## src/rtl/lighting_pkg.sv

```systemverilog
// Shared types and constants for the cabin-lighting mode controller.
// The state encoding is the same as the mode_select encoding. This lets the
// requested mode be cast straight into the next state.
package lighting_pkg;

  typedef enum logic [1:0] {
    LT_IDLE   = 2'b00,
    LT_NORMAL = 2'b01,
    LT_DIM    = 2'b10,
    LT_EMERG  = 2'b11
  } lt_state_e;

  localparam logic [7:0] LT_NAME_I = 8'h49;  // "I"
  localparam logic [7:0] LT_NAME_N = 8'h4E;  // "N"
  localparam logic [7:0] LT_NAME_D = 8'h44;  // "D"
  localparam logic [7:0] LT_NAME_E = 8'h45;  // "E"

  localparam int unsigned LT_CNT_W = 4;

  function automatic logic [7:0] lt_name(input lt_state_e st);
    logic [7:0] name;
    name = LT_NAME_I;
    case (st)
      LT_IDLE:   name = LT_NAME_I;
      LT_NORMAL: name = LT_NAME_N;
      LT_DIM:    name = LT_NAME_D;
      LT_EMERG:  name = LT_NAME_E;
      default:   name = LT_NAME_I;
    endcase
    return name;
  endfunction

endpackage

```

## src/rtl/lighting_led_decode.sv

```systemverilog
// Combinational decode of the registered state and counter into the lamp
// drive and the ASCII state tag shown on the panel.
// Ports:
//   state      in  2  registered FSM state
//   counter    in  4  registered pattern counter
//   led        out 1  lamp drive, 1 = on
//   state_name out 8  ASCII tag of the state
module lighting_led_decode
  import lighting_pkg::*;
#(
  parameter int unsigned DIM_DUTY  = 4,  // on while counter < DIM_DUTY, 0..16
  parameter int unsigned EMERG_BIT = 1   // blink half-period is 2**EMERG_BIT clocks
) (
  input  lt_state_e   state,
  input  logic [3:0]  counter,
  output logic        led,
  output logic [7:0]  state_name
);

  // The duty value can reach 16, so the compare is one bit wider than the counter.
  localparam logic [4:0] DUTY_W = 5'(DIM_DUTY);

  logic w_dim_on;
  logic w_blink_on;

  assign w_dim_on   = ({1'b0, counter} < DUTY_W);
  assign w_blink_on = ~counter[EMERG_BIT];

  always_comb begin
    led = 1'b0;
    case (state)
      LT_IDLE:   led = 1'b0;
      LT_NORMAL: led = 1'b1;
      LT_DIM:    led = w_dim_on;
      LT_EMERG:  led = w_blink_on;
      default:   led = 1'b0;
    endcase
  end

  assign state_name = lt_name(state);

endmodule

```

## src/rtl/lighting_fsm.sv

```systemverilog
// Cabin-lighting mode controller. The state register follows the crew mode
// request with one clock of latency. The pattern counter restarts on every
// change of mode. The LED pattern and ASCII tag are decoded from the registered
// state and counter.
//
//   state     | meaning
//   ----------+-----------------------------------------------
//   LT_IDLE   | lamp off, counter held at 0
//   LT_NORMAL | lamp steady on
//   LT_DIM    | PWM: on for counter < DIM_DUTY out of 16
//   LT_EMERG  | blink: on while counter[EMERG_BIT] is 0
//
// Ports:
//   clk           in  1  system clock, rising edge
//   reset         in  1  synchronous reset, active low
//   mode_select   in  2  requested mode (state encoding)
//   led           out 1  lamp drive
//   current_state out 2  registered state
//   counter       out 4  registered pattern counter
//   state_name    out 8  ASCII tag of current_state
module lighting_fsm
  import lighting_pkg::*;
#(
  parameter int unsigned DIM_DUTY  = 4,
  parameter int unsigned EMERG_BIT = 1
) (
  input  logic        clk,
  input  logic        reset,
  input  logic [1:0]  mode_select,
  output logic        led,
  output logic [1:0]  current_state,
  output logic [3:0]  counter,
  output logic [7:0]  state_name
);

  lt_state_e   r_state;
  logic [3:0]  r_counter;
  lt_state_e   w_next_state;
  logic [3:0]  w_next_counter;

  always_ff @(posedge clk) begin
    if (!reset) begin
      r_state   <= LT_IDLE;
      r_counter <= '0;
    end else begin
      r_state   <= w_next_state;
      r_counter <= w_next_counter;
    end
  end

  // Every transition is legal, so the request is the next state. A mode change
  // takes priority over counting, so each new mode starts its pattern at phase 0.
  always_comb begin
    w_next_state   = lt_state_e'(mode_select);
    w_next_counter = r_counter + 4'd1;
    if (w_next_state != r_state) begin
      w_next_counter = '0;
    end else if (r_state == LT_IDLE) begin
      w_next_counter = '0;
    end
  end

  assign current_state = r_state;
  assign counter       = r_counter;

  lighting_led_decode #(
    .DIM_DUTY  (DIM_DUTY),
    .EMERG_BIT (EMERG_BIT)
  ) u_led_decode (
    .state      (r_state),
    .counter    (r_counter),
    .led        (led),
    .state_name (state_name)
  );

endmodule

```

## config.mk

```make
export PLATFORM = sky130hd
export DESIGN_NAME = lighting_fsm
export DESIGN_NICKNAME = d
export VERILOG_FILES = /design/src/rtl/lighting_pkg.sv /design/src/rtl/lighting_led_decode.sv /design/src/rtl/lighting_fsm.sv
export SDC_FILE = /design/constraint.sdc
export NUM_CORES = 1
export LEC_CHECK = 0
export ABC_AREA = 1
export CAP_MARGIN = 10
export CORE_AREA = 2 2 39 41
export CTS_CLUSTER_SIZE = 40
export DETAILED_ROUTE_END_ITERATION = 6
export DIE_AREA = 0 0 41 43
export SLEW_MARGIN = 10
export SYNTH_ARGS = -nofsm -noshare
export SYNTH_HDL_FRONTEND = slang
export SYNTH_HIERARCHICAL = 1
export SYNTH_SLANG_ARGS = --single-unit
```

## constraint.sdc

```tcl
create_clock -name clk -period 1.35 [get_ports clk]
set_input_delay 0.2025 -clock clk [delete_from_list [all_inputs] [get_ports clk]]
set_output_delay 0.2025 -clock clk [all_outputs]
set_load 0.01 [all_outputs]
```

== Word level (Yosys, flattened, before mapping) ==
Cells that the tools add are included.
Widths: inputs -> output; s select.
Operators by class
  add/subtract/negate cells: 1
  $mul: 0
  divide/modulo/power cells: 0
  $lt $le $gt $ge: 1
  equality and inequality tests: 4
  shift-type cells: 0
  muxes and demuxes: 2
  bitwise operators: 2
  reductions and logical operators: 2
Operators with widths (number)
  $pmux 8 s4: 1
  $add 4x1->4 const B: 1
  $eq 2x2->1 const B: 2
  $lt 4x3->1 const B: 1
  $pmux 1 s4: 1
  $reduce_or 3->1: 1
  $eq 2x1->1 const B: 1
  $logic_not 2->1: 1
  $ne 2x2->1: 1
  $not 1->1: 2
Word-level totals
  register bits: 6
  latch bits: 0
  memory bits (writable): 0
  memory bits (read-only): 0
  input port bits: 4
  output and inout port bits: 15
  memories kept: 0

== Longest topological paths before layout ==
Gate-level depths: netlist of the first run.
  word-level depth: 2
  mapped depth: 6
  mapped depth without buffers: 6

== Hierarchy ==
Netlist of the first run, hierarchy kept.
By module, submodules not included
  lighting_fsm: times used 1, cells each 34, area an instance 249.0 um2, seq. area each 120.1 um2
  lighting_led_decode: times used 1, cells each 24, area an instance 145.1 um2, seq. area each 0.0 um2

== Least setup slack after synthesis of the first run ==
OpenSTA, ideal clock, no wires.
  path kind: flip-flop to output port
  from: reg r_state[1], in the netlist current_state[1]
  to: out state_name[3]
  data arrival time: 1123 ps
  path slack: 25 ps
  stages on the path, launching flop included: 4
  path buffers: 0
  path through: dfxtp_1 inv_1 ha_1 or2_2
Between the ends
  word-level cells in the longest chain between the ends: 2
Ends and longest elaborated chain
  from (decl): line lighting_fsm.sv:36  | lt_state_e r_state;
  from (signal assigned): line lighting_fsm.sv:46  | r_state <= w_next_state;
  $eq 2x2->1 (tied with other cells): line lighting_pkg.sv:23  | case (st)
  $pmux 8 s4 *: line lighting_pkg.sv:23
  to (decl): line lighting_fsm.sv:33  | output logic [7:0] state_name
Mark *: on every way between the ends. The rest lies on a longest branch, timed or not. The select of a mux whose other input is x is not followed.

== Final worst setup path of the first run ==
  from: reg r_state[1], in the netlist current_state[1]
  to: out led
Between the ends
  word-level cells in the longest chain between the ends: 2
Ends and longest elaborated chain
  $eq 2x2->1 (tied with other cells): line lighting_led_decode.sv:31  | case (state)
  $pmux 1 s4 *: line lighting_led_decode.sv:31
  to (decl): line lighting_fsm.sv:30  | output logic led,
Mark *: on every way between the ends. The rest lies on a longest branch, timed or not.

==> summary.log, run 1 <==
INFO  outcome        status=complete, but fails checks
INFO  outcome        violations=negative setup slack
INFO  synthesis      yosys.cell_types.count=13
INFO  worst_hold_path timing.hold.worst.class=reg -> reg
INFO  placed_design  dp_hpwl=555µm
INFO  synthesis      synthAdderAreaFrac=0.159
INFO  setup_path     timing.rr.start=current_state[0]
INFO  setup_path     worst_ep_required_time=1.15ns
INFO  detailed_routing vias=369
INFO  pwr            pwr-share-clk=0.361
INFO  finish         area_growth=56.5%
INFO  synthesis      post-synth-top-area-cell=sky130_fd_sc_hd__dfxtp_1
INFO  finish         top_library_cells_by_usage_in_the_layout_fill_and_taps_aside=13 x sky130_fd_sc_hd__nand2_1, 12 x sky130_fd_sc_hd__inv_1, 7 x sky130_fd_sc_hd__nor2_1
INFO  worst_hold_path min_delay_path_depth=1
INFO  synthesis      combinational_family_with_the_most_area_after_synthesis=simple AND/OR/NAND/NOR gates
INFO  global_routing first_pass_grt_wire_length=1210µm
INFO  setup_path     critical_path_arrival=1.18ns
INFO  timing         setup-violations-final=2
INFO  clock_network  clk_pin_slew_worst_paths=0.05ns
INFO  setup_path     timing_startpoint_of_the_critical_path=current_state[1]
INFO  detailed_routing drt_iter0_markers=6
INFO  timing         fin_ws=-0.0300ns
INFO  finish         most_common_cell_after_layout_fill_and_taps_aside=sky130_fd_sc_hd__nand2_1
INFO  finish         final_cells=95
INFO  finish         finish.net_count=90
INFO  pwr            power_per_cell_area=728nW/µm²
INFO  timing         final_period_minus_worst_setup_slack=1.38ns
INFO  clock_network  htree_levels=1
INFO  timing         maxClockFrequency=725MHz
INFO  global_routing grt_max_degree=6
INFO  clock_network  clkLatencyLatePin=0.24ns
INFO  floorplanning  die-area=1760µm²
INFO  clock_network  clock_sinks=6
INFO  global_routing antenna_violations_before_repair=0
INFO  setup_path     timing.reg2reg.worst_path_depth=6
INFO  timing         finalHoldViolations=0
INFO  detailed_routing antenna_violation_net_count_after_detailed_routing=0
INFO  detailed_routing wl_met1=314µm
INFO  synthesis      postSynthRegisterBits=6
INFO  synthesis      post-synth-top-area-fraction=0.305
INFO  synthesis      share_of_the_synthesized_area_in_compound_gates_ao_oa_aoi_oai=0
INFO  pwr            peakVddDrop=338µV
INFO  timing         slew_limit_fails=0
INFO  pwr            internal-power=0.000333W
INFO  global_routing global_route.overflow_total=0
INFO  detailed_routing firstDrtPassIters=4
INFO  synthesis      sequential_fraction_of_the_synthesis_area=0.305
INFO  detailed_routing wl_per_cell=7.36µm
INFO  global_routing first_global_vias=327
INFO  synthesis      avgSynthCellArea=6.80µm²
INFO  floorplanning  fp.dieH=43µm
INFO  finish         fillCellCount=155
INFO  pwr            leakagePower=0.351nW
INFO  pwr            comb_power_share=0.220
INFO  detailed_routing highest-signal-layer=met4
INFO  pwr            power_frac_seq=0.419
INFO  worst_hold_path hold_start=counter[0]
INFO  detailed_routing drt_wl_total=699µm
INFO  floorplanning  floorplan.core_area=1380µm²
INFO  synthesis      synth_mux_area_frac=0
INFO  floorplanning  rows=14
INFO  floorplanning  design.portCount=19
INFO  detailed_routing wire_length_on_met3=46µm
INFO  finish         seq_area=128µm²
INFO  pwr            swShare=0.259
INFO  floorplanning  initial_core_utilization=0.285
INFO  clock_network  clk_path_buf_depth=2
INFO  setup_path     critPathKind=reg -> out
INFO  synthesis      syn_inst=58
INFO  finish         antenna_cell_count=0
INFO  synthesis      synth-xor-area-share=0.0222
INFO  detailed_routing detail_route.drc_violations=0
INFO  detailed_routing met2_wirelength=326µm
INFO  setup_path     cp-end-kind=output pin
INFO  pwr            power.net_switching=0.000116W
INFO  setup_path     crit_path_start_kind=flop
INFO  timing         grt_setup_unrepaired=true
INFO  clock_network  cts_tree=built
INFO  clock_network  clock_tree_root=sky130_fd_sc_hd__clkbuf_4
INFO  timing         final.period_utilization=1.02
INFO  global_routing gr-usage-all-layers=0.102
INFO  placed_design  placedCellCount=91
INFO  timing         clock-skew-final=0.00508ns
INFO  synthesis      syn-cell-area=394µm²
INFO  synthesis      synth_top_cells_by_area=sky130_fd_sc_hd__dfxtp_1 30%, sky130_fd_sc_hd__ha_1 16%, sky130_fd_sc_hd__inv_1 13%
INFO  finish         multi_input_gate_area_in_the_final_layout=221µm²
INFO  clock_network  hold_buffers=0
INFO  setup_path     crit_path_max_fanout=4
INFO  finish         drive_above_1_share=0.304
INFO  floorplanning  die-width=41µm
INFO  placed_design  post-place-ws=-0.262ns
INFO  run            max_cap_violations=0
INFO  detailed_routing vias_per_cell=3.88
INFO  placed_design  globalplace.congestion=0.713
INFO  synthesis      warnings_synthesis=6
INFO  synthesis      synth-simple-area-share=0.286
INFO  clock_network  cts_bufs_inserted=3
INFO  placed_design  buffer_ports.inserted=14
[final timing paths]
path                      to  slack (ns)
hold reg to reg   counter[0]        0.48
hold / removal    counter[0]        0.48
setup / recovery         led       -0.03
setup reg to reg  counter[3]        0.40
[cell usage after synthesis]
| library cell | count |
|---|---|
| sky130_fd_sc_hd__ha_1 | 5 |
| sky130_fd_sc_hd__dfxtp_1 | 6 |
| sky130_fd_sc_hd__inv_1 | 14 |
| sky130_fd_sc_hd__nand3_2 | 1 |
| sky130_fd_sc_hd__nor2_1 | 7 |
| sky130_fd_sc_hd__nand4_1 | 1 |
| sky130_fd_sc_hd__nor2_2 | 1 |
| sky130_fd_sc_hd__or2_2 | 1 |
| sky130_fd_sc_hd__buf_4 | 4 |
| sky130_fd_sc_hd__xnor2_1 | 1 |
| sky130_fd_sc_hd__nand2_1 | 14 |
| sky130_fd_sc_hd__conb_1 | 2 |
| sky130_fd_sc_hd__nand3_1 | 1 |
[sequential cells by signal (all words and copies together) (netlist names)]
signal	cells
current_state	2
counter	4
[critical path, cell delays in order, from the launching register on]
cell and delay (ns):
sky130_fd_sc_hd__dfxtp_4 0.35, sky130_fd_sc_hd__buf_6 0.12, sky130_fd_sc_hd__ha_4 0.14, sky130_fd_sc_hd__nand2_2 0.05
sky130_fd_sc_hd__nor2_2 0.03, sky130_fd_sc_hd__nor2_1 0.08, sky130_fd_sc_hd__nor2_1 0.04, sky130_fd_sc_hd__buf_2 0.13
[through the flow]
step | TNS [ns] | util | hold slack (ns) | power (W) | cell area [µm²]
2_1_floorplan | 0 | - | 0.296 | 0.000246 | 402
3_3_place_gp | -0.745 | 0.411 | 0.463 | 0.000292 | 569
3_5_place_dp | -0.763 | 0.411 | 0.480 | 0.000293 | 569
4_1_cts | -0.166 | 0.421 | 0.488 | 0.000448 | 583
5_1_grt | -0.164 | 0.446 | 0.534 | 0.000475 | 617
6_report | -0.0515 | 0.446 | 0.483 | 0.000449 | 617
[timing repair]
item                       in CTS  in global routing
setup buffers                   1                  0
pin swaps                       1                  1
cloned                          0                  0
gates resized for setup        24                 13
setup endpoints to repair      11                  5
[cell families (layout without fill, tap and decap cells)]
| kind of cell | after synthesis | in the layout |
|---|---|---|
| buffers and inverters | 18 | 37 |
| other | 2 | 4 |
| and+or+nand+nor | 26 | 26 |
| xor gates and xnor gates | 1 | 1 |
| DFF | 6 | 6 |
| adders and majority gates | 5 | 5 |
[power groups by stage]
stage | combinational, W | sequential [W] | clock [W]
after floorplan | 0.0000513 | 0.000195 | 0
after global placement | 0.000100 | 0.000192 | 0
after detailed placement | 0.000101 | 0.000192 | 0
after CTS | 0.0000905 | 0.000188 | 0.000170
after global routing | 0.000113 | 0.000189 | 0.000174
final | 0.0000988 | 0.000188 | 0.000162
[layer usage]
metal | global-route usage | vias to the layer above
li1 | - | 199
met1 | 0.133 | 155
met2 | 0.131 | 13
met3 | 0.0314 | 2
met4 | 0.0800 | 0
met5 | 0 | -
[cell type report]
cell class	instances	share of cell area
Sequential cell	6	0.207
Clock buffer	3	0.0365
Multi-Input combinational cell	36	0.359
Tap cell	16	0.0325
Inverter	14	0.0892
Timing Repair Buffer	20	0.276
Power figures use the tool's default switching activity.
==> run 2: changes to the inputs <==
CTS_CLUSTER_SIZE = 30   (was 40)
==> results of run 2 <==
The final DEF is identical to that of run 1; final timing and power are the same.
==> run 3: changes to the inputs <==
CAP_MARGIN = 20   (was 10)
clock period = 1.7 ns   (was 1.35 ns; I/O delays follow)
==> summary.log, run 3 (synthesis gave the netlist of run 1 again) <==
INFO  detailed_routing drt_wl_total=640µm
INFO  setup_path     critical-path-max-stage-delay=0.36ns
INFO  setup_path     critPathKind=reg -> out
INFO  global_routing grt_max_degree=7
INFO  setup_path     crit_path_start_kind=flop
INFO  detailed_routing antenna_violation_net_count_after_detailed_routing=0
INFO  floorplanning  design.portCount=19
INFO  global_routing gr-usage-all-layers=0.102
INFO  clock_network  clkLatencyLatePin=0.24ns
INFO  finish         antenna_cell_count=0
INFO  pwr            power_per_cell_area=602nW/µm²
INFO  finish         area_growth=45.7%
INFO  timing         grt_setup_unrepaired=false
INFO  timing         clock-skew-final=0.00574ns
INFO  clock_network  clock_tree_root=sky130_fd_sc_hd__clkbuf_4
INFO  timing         final_period_minus_worst_setup_slack=1.61ns
INFO  clock_network  cts_tree=built
INFO  global_routing first_global_vias=292
INFO  timing         finalHoldViolations=0
INFO  pwr            peakVddDrop=437µV
INFO  placed_design  globalplace.congestion=0.701
INFO  clock_network  cts_post_setup_buffers_inserted=0
INFO  run            max_cap_violations=0
INFO  timing         maxClockFrequency=623MHz
INFO  timing         setup-violations-final=0
INFO  worst_hold_path timing.hold.worst.class=reg -> reg
INFO  setup_path     crit_path_max_fanout=6
INFO  finish         finish.net_count=86
INFO  setup_path     cp-end-kind=output pin
INFO  clock_network  hold_buffers=0
INFO  detailed_routing vias_per_cell=3.80
INFO  finish         largest_register_ff_count=4
INFO  floorplanning  floorplan.core_area=1380µm²
INFO  clock_network  cts_bufs_inserted=3
INFO  detailed_routing detail_route.drc_violations=0
INFO  finish         drive_above_1_share=0.133
INFO  timing         totalNegativeSetupSlack=0ns
INFO  setup_path     crit_slowest_cell=sky130_fd_sc_hd__dfxtp_4
INFO  floorplanning  die-area=1760µm²
INFO  global_routing first_pass_grt_wire_length=1110µm
INFO  clock_network  clock_sinks=6
INFO  clock_network  htree_levels=1
INFO  timing         fin_worst_hold_slack=0.482ns
INFO  floorplanning  initial_core_utilization=0.285
INFO  detailed_routing drt_iter0_markers=1
INFO  global_routing antenna_violations_before_repair=0
INFO  setup_path     worst_ep_required_time=1.44ns
INFO  floorplanning  fp.dieH=43µm
INFO  global_routing global_route.overflow_total=0
INFO  floorplanning  die-width=41µm
INFO  pwr            leakagePower=0.293nW
INFO  detailed_routing wl_per_cell=7.03µm
INFO  detailed_routing vias=346
INFO  clock_network  clk_path_buf_depth=2
INFO  timing         slew_limit_fails=0
INFO  finish         top_library_cells_by_usage_in_the_layout_fill_and_taps_aside=14 x sky130_fd_sc_hd__nand2_1, 14 x sky130_fd_sc_hd__inv_1, 10 x sky130_fd_sc_hd__clkdlybuf4s50_1
INFO  setup_path     critical_path_arrival=1.35ns
INFO  finish         fillCellCount=158
INFO  outcome        status=finished clean
INFO  placed_design  buffer_ports.inserted=14
INFO  floorplanning  rows=14
INFO  detailed_routing firstDrtPassIters=2
INFO  timing         final.period_utilization=0.945
INFO  setup_path     worstPathCellList=inv_1, ha_1, or2_2, clkdlybuf4s15_1
INFO  clock_network  clk_pin_slew_worst_paths=0.04ns
INFO  placed_design  dp_hpwl=529µm
run 3: cell types whose count changed in the layout (fill, tap and decap cells not counted), sizes merged:
cell,previous run,this run
buf,9,2
clkdlybuf4s50,3,10
dlygate4sd2,6,2
clkdlybuf4s15,0,2
clkbuf,4,3
dlymetal6s2s,1,0
run 3: path summary, 6_finish.rpt:
check | cells after the start | slack (ns) | endpoint | startpoint
max | 4 | 0.09 | state_name[3] | current_state[0]
min reg2reg | 1 | 0.48 | counter[0] | counter[0]
min | 1 | 0.48 | counter[0] | counter[0]
max reg2reg | 6 | 0.79 | counter[3] | current_state[1]
run 3: layout make-up:
cell class                      instances  area (µm²)  area share
Sequential cell                         6         128       0.222
Multi-Input combinational cell         36         199       0.346
Timing Repair Buffer                   16         153       0.266
Tap cell                               16        20.0      0.0349
Inverter                               14        52.6      0.0915
Clock buffer                            3        22.5      0.0392
run 3: layer usage:
layer  GRT usage  up-vias  wire length, µm
li1            -      191                -
met1       0.110      144              301
met2       0.125       11              299
met3      0.0471        0               38
met4       0.120        0                0
met5           0        -                0
run 3: metrics by stage:
stage	worst slack, ns	instance area [µm²]	total power, W	std cells	utilization
after floorplan	0.322	402	0.000196	60	-
after global placement	0.0404	547	0.000230	88	0.395
after detailed placement	0.00824	547	0.000231	88	0.395
after CTS	0.0129	567	0.000354	91	0.410
after global routing	0.0114	574	0.000371	91	0.415
final	0.0939	574	0.000346	91	0.415
run 3: repair_timing:
item                       in CTS  in global routing
setup endpoints to repair       4                  2
pin swaps                       0                  1
gates cloned                    0                  0
resized for setup               6                  4
run 3: report_power, final:
part	internal [W]	switching, W
sequential	0.000144	0.00000506
combinational	0.0000372	0.0000343
clock	0.0000795	0.0000459
run 3: critical path: cells and delay by family, from the launching register on:
family | cells | cell delay [ns]
adders and majority gates | 1 | 0.20
and+or+nand+nor | 1 | 0.26
buffers and inverters | 2 | 0.29
DFF | 1 | 0.36
==> variant 1, RTL diff (flow settings as in run 2) <==
Register the output `state_name`, with the module's reset; this adds one clock of latency there. The other outputs are not delayed to match.
--- a/src/rtl/lighting_fsm.sv
+++ b/src/rtl/lighting_fsm.sv
@@ -34,2 +34,4 @@
 );
+
+  logic [7:0] state_name_d;
 
@@ -72,4 +74,12 @@
     .led        (led),
-    .state_name (state_name)
+    .state_name (state_name_d)
   );
+
+  always_ff @(posedge clk) begin
+    if (!reset) begin
+      state_name <= '0;
+    end else begin
+      state_name <= state_name_d;
+    end
+  end
 
Formal check against the unedited RTL: not equivalent (Yosys sat finds a counterexample within 4 cycles, from zero or initial values and one cycle with reset low).
==> variant 1 against run 2 <==
The run still ends with negative setup slack left. Total power up 95%. Worst setup slack worse by 0.052 ns. Sequential cell count up 8. Register-to-register slack worse by 0.33 ns. Design area up 52%. Sequential share of layout area up 10 points. Wire length up 58%. Area after synthesis up 61%. Count of clock-buffer cells in the layout up 1. Cell count up 34%. Clock power up 87%. Utilization up 23 points. Critical path type unchanged. Largest cell class is now sequential cells.
==> variant 1: results <==
run_status:
  status: "complete, but fails checks"
  violations: "negative setup slack"
finish:
  top_register: "state_name"
  nFillCells: 130
  multi_input_area_um2: 256
  largest_reg_flops: 8
  fin_nets: 121
  layout-drive-gt1-share_pct: 26.1
logic_synthesis:
  ys_warn_count: 6
  seq_area_frac_synth_pct: 44.3
  yosys-top-cells-count: "inv_1, nand2_1, dfxtp_1"
  synth-async-reset-ratio_pct: 0
  synthDistinctLibCells: 16
  synth_flop_cell: "dfxtp_1"
  synthTopCellsByArea: "dfxtp_1, inv_1, nand2_1, ha_1, buf_4"
setup_path:
  crit_fanout: 4
  critPathArrivalTime_ns: 1.23
  timing.rr.end: "state_name[3]$_SDFF_PN0_"
  reg2reg_slack_ns: 0.07
  reg2reg_from: "current_state[0]$_SDFF_PN0_"
  path_delay_family: "flip-flops"
  worstSetupPathType: "flip-flop to output port"
  r2r_cells: 7
  cp_slowest_cell: "dfxtp_4"
  cpPeakStageDelay_ns: 0.37
placement:
  dp_hpwl_um: 866
  pre_cts_ws_ns: -0.217
  port_buffers: 18
  routabilityCongestion: 0.692
  placed_cell_area_um2: 860
hold_path:
  hold_end: "counter[0]$_SDFF_PP0_"
  hold_class: "flip-flop to flip-flop"
  holdCritStartpoint: "counter[0]$_SDFF_PP0_"
  hold_depth: 1
timing:
  fin_skew_ns: 0.00440
  setup_viol_count_final: 1
  worst_slack_ns: -0.0822
  setup-tns-final_ns: -0.0822
clocking:
  cts-root-buf: "clkbuf_4"
  h-tree-depth: 1
  insertion_delay_ns: 0.28
  cts-buffers-inserted: 3
  clk_pin_slew_worst_paths_ns: 0.09
  clockBufferDepth: 2
global_route:
  track_usage_pct: 14.6
  grt_antenna_before_repair: 0
  grt_pass1_wl_um: 1660
  grt_start_max_net_pins: 10
  first_global_vias: 441
routing:
  drc: 0
  drt_iter0_drc: 10
  avgRoutedWirePerCell_um: 8.69
  vias: 515
pwr:
  p_leak_nw: 0.589
  ir_worst_vdd_mv: 0.532
-- variant 1: cell count changes after synthesis, sizes merged --
cell    change
buf         +1
dfxtp       +8
inv         +7
clkinv      +1
nand2       +8
-- variant 1: layout make-up --
type | count | area share (%)
sequential | 14 | 31.0
timing repair buffer | 27 | 26.5
clock buffer | 4 | 3.88
tap | 16 | 2.14
multi-input combinational | 44 | 27.4
inverter | 22 | 9.09
-- variant 1: worst max path at each step --
stage	to	slack (ns)	cells past startpoint
2_1_floorplan	state_name[3]$_SDFF_PN0_	0.14	5
3_3_place_gp	led	-0.16	7
3_5_place_dp	led	-0.22	6
4_1_cts	led	-0.11	7
5_1_grt	led	-0.16	6
6_report	led	-0.08	7
-- variant 1: power breakdown --
part           internal [W]  switching, W  total [W]
Sequential         0.000431     0.0000107   0.000441
Combinational     0.0000695     0.0000604   0.000130
Clock              0.000164      0.000139   0.000303
Total              0.000664      0.000210   0.000874
-- variant 1: through the flow --
| stage | instances | power, W | hold WS [ns] |
|---|---|---|---|
| 6_report | 127 | 0.000874 | 0.458 |
| 5_1_grt | 127 | 0.000907 | 0.485 |
| 4_1_cts | 126 | 0.000883 | 0.465 |
| 3_5_place_dp | 122 | 0.000585 | 0.492 |
| 3_3_place_gp | 122 | 0.000581 | 0.466 |
| 2_1_floorplan | 85 | 0.000521 | 0.300 |
-- variant 1: metal layers --
layer  track usage [%]  up-vias  wire (µm)
met2              22.5       18        531
met4              10.0        0         14
met1              16.8      217        471
met3              3.14        2         85
met5                 0        -          0
li1                  -      278          -
-- variant 1: worst register-to-register path: cells and delay by family (launching register included) --
kind | cells | cell delay (ns)
flops | 1 | 0.38
buf+inv | 4 | 0.31
simple gates | 2 | 0.33
fa+ha+maj | 1 | 0.17
-- variant 1: what timing repair did --
action,4_1_cts,5_1_grt
endpoints found under the setup margin,7,6
gates resized for setup,16,12
pin swaps,1,3
buffers inserted,0,1
-- variant 1: kinds of logic after synthesis --
kind of cell	Yosys count	share of synthesized area, %
adders and majority gates	5	9.88
and+or+nand+nor	34	23.7
other	2	1.19
xor gates and xnor gates	1	1.38
buffers and inverters	27	19.6
DFF	14	44.3
==> variant 2, RTL diff (flow settings as in run 2) <==
Without the edit above. Make the reset (`reset`) asynchronous in one clocked block. Comments in the files are not updated.
--- a/src/rtl/lighting_fsm.sv
+++ b/src/rtl/lighting_fsm.sv
@@ -40,3 +40,3 @@
 
-  always_ff @(posedge clk) begin
+  always_ff @(posedge clk or negedge reset) begin
     if (!reset) begin
Behaviour: differs if reset is asserted again (counterexample within 4 cycles, from zero or initial values and one cycle with reset low); with reset held inactive, the same outputs for 10 cycles.
==> variant 2 against run 2 <==
The run still ends with negative setup slack left. Total power grew 7.1%. Hold slack lost 0.28 ns. Area after synthesis shrank 1.6%. Design area grew 8.3%. Global-route usage grew 2.7 points. Sequential power grew 2%. Wire length grew 20%. First-iteration DRC count shrank 17%. Via count shrank 2.2%. Sequential cell count is the same. Critical path depth is the same. Non-clock buffer count grew 4. Combinational power grew 31%. Worst setup slack lost 0.10 ns. Largest cell class unchanged.
==> variant 2: results <==
run_status:
  violations: "negative setup slack"
  status: "complete, but fails checks"
clocking:
  clk_pin_slew_worst_paths_ns: 0.04
  cts-buffers-inserted: 3
  insertion_delay_ns: 0.24
routing:
  vias: 361
  drt_iter0_drc: 5
  wirelength_um: 841
placement:
  pre_cts_ws_ns: -0.297
  routabilityCongestion: 0.670
  dp_hpwl_um: 596
timing:
  worst_slack_ns: -0.133
  whs_ns: 0.202
  setup_viol_count_final: 2
  fin_skew_ns: 0.00113
hold_path:
  hold_class: "input pin to asynchronous set/reset pin"
setup_path:
  r2r_cells: 5
  critPathArrivalTime_ns: 1.28
  reg2reg_slack_ns: 0.19
  reg2reg_from: "current_state[0]$_DFF_PN0_"
  timing.rr.end: "counter[0]$_DFF_PN0_"
finish:
  nFillCells: 135
  largest_reg_flops: 4
  layout-drive-gt1-share_pct: 43.8
  fin_nets: 84
global_route:
  grt_antenna_before_repair: 0
  track_usage_pct: 12.9
  grt_pass1_wl_um: 1490
  first_global_vias: 357
  grt_start_max_net_pins: 7
pwr:
  ir_worst_vdd_mv: 0.480
  p_leak_nw: 0.358
logic_synthesis:
  seq_area_frac_synth_pct: 38.7
  synth_flop_cell: "dfrtp_1"
  synthTopCellsByArea: "dfrtp_1, ha_1, buf_4, inv_1, nand2_1"
  synth-async-reset-ratio_pct: 100
  yosys-top-cells-count: "inv_1, nand2_1, nor2_1"
==> variant 2: power by group <==
| group | switching [W] | total [W] | leakage [nW] | internal (W) |
|---|---|---|---|---|
| Combinational | 0.0000626 | 0.000129 | 0.266 | 0.0000662 |
| Sequential | 0.00000497 | 0.000192 | 0.0785 | 0.000187 |
| Clock | 0.0000600 | 0.000160 | 0.0138 | 0.000100 |
| Total | 0.000128 | 0.000481 | 0.358 | 0.000353 |
==> variant 2: worst max-delay path, cell delays in order, from the launching register on <==
cell and delay, ns:
dfrtp_1 0.39, buf_6 0.14, ha_4 0.15, nand2_2 0.05, nor2_2 0.04, nor2_1 0.09
nor2_1 0.04, buf_2 0.13
==> variant 2: worst max path at each step <==
stage	from	to	slack, ns	depth (start not counted)
after floorplan	current_state[1]$_DFF_PN0_	state_name[3]	0.04	3
final	current_state[1]$_DFF_PN0_	led	-0.13	7
after detailed placement	current_state[0]$_DFF_PN0_	led	-0.30	7
after global routing	current_state[0]$_DFF_PN0_	led	-0.21	7
after CTS	current_state[1]$_DFF_PN0_	led	-0.15	7
after global placement	current_state[1]$_DFF_PN0_	state_name[3]	-0.29	4
==> variant 2: per-stage QoR <==
stage,TNS (ns),std cells,area [µm²],util [%]
2_1_floorplan,0,50,395,-
3_3_place_gp,-0.860,83,578,41.8
3_5_place_dp,-0.946,83,578,41.8
4_1_cts,-0.279,89,664,48.0
5_1_grt,-0.403,89,668,48.3
6_report,-0.259,89,668,48.3
==> variant 2: timing repair <==
action	4_1_cts	5_1_grt
gates resized for setup	46	4
pin swaps	8	3
setup endpoints to repair	10	5
setup buffers	3	0
==> variant 2: cell type report <==
class	count	share of cell area, %
Tap cell	16	3.00
Multi-Input combinational cell	32	36.3
Sequential cell	6	22.5
Timing Repair Buffer	24	30.3
Clock buffer	3	3.37
Inverter	8	4.49
==> variant 2: logic make-up (layout without fill, tap and decap cells) <==
| family | Yosys count | after routing | share of synthesized area (%) |
|---|---|---|---|
| DFF | 6 | 6 | 38.7 |
| buffers and inverters | 12 | 35 | 15.5 |
| and+or+nand+nor | 21 | 21 | 23.2 |
| xor gates and xnor gates | 2 | 2 | 4.52 |
| adders and majority gates | 5 | 5 | 16.1 |
| other | 2 | 4 | 1.94 |
==> variant 2: metal layers <==
| metal | up-vias | routed length [µm] | GRT usage [%] |
|---|---|---|---|
| li1 | 185 | - | - |
| met1 | 170 | 327 | 14.7 |
| met2 | 6 | 483 | 19.1 |
| met3 | 0 | 30 | 3.66 |
| met4 | 0 | 0 | 10.0 |
| met5 | - | 0 | 0 |
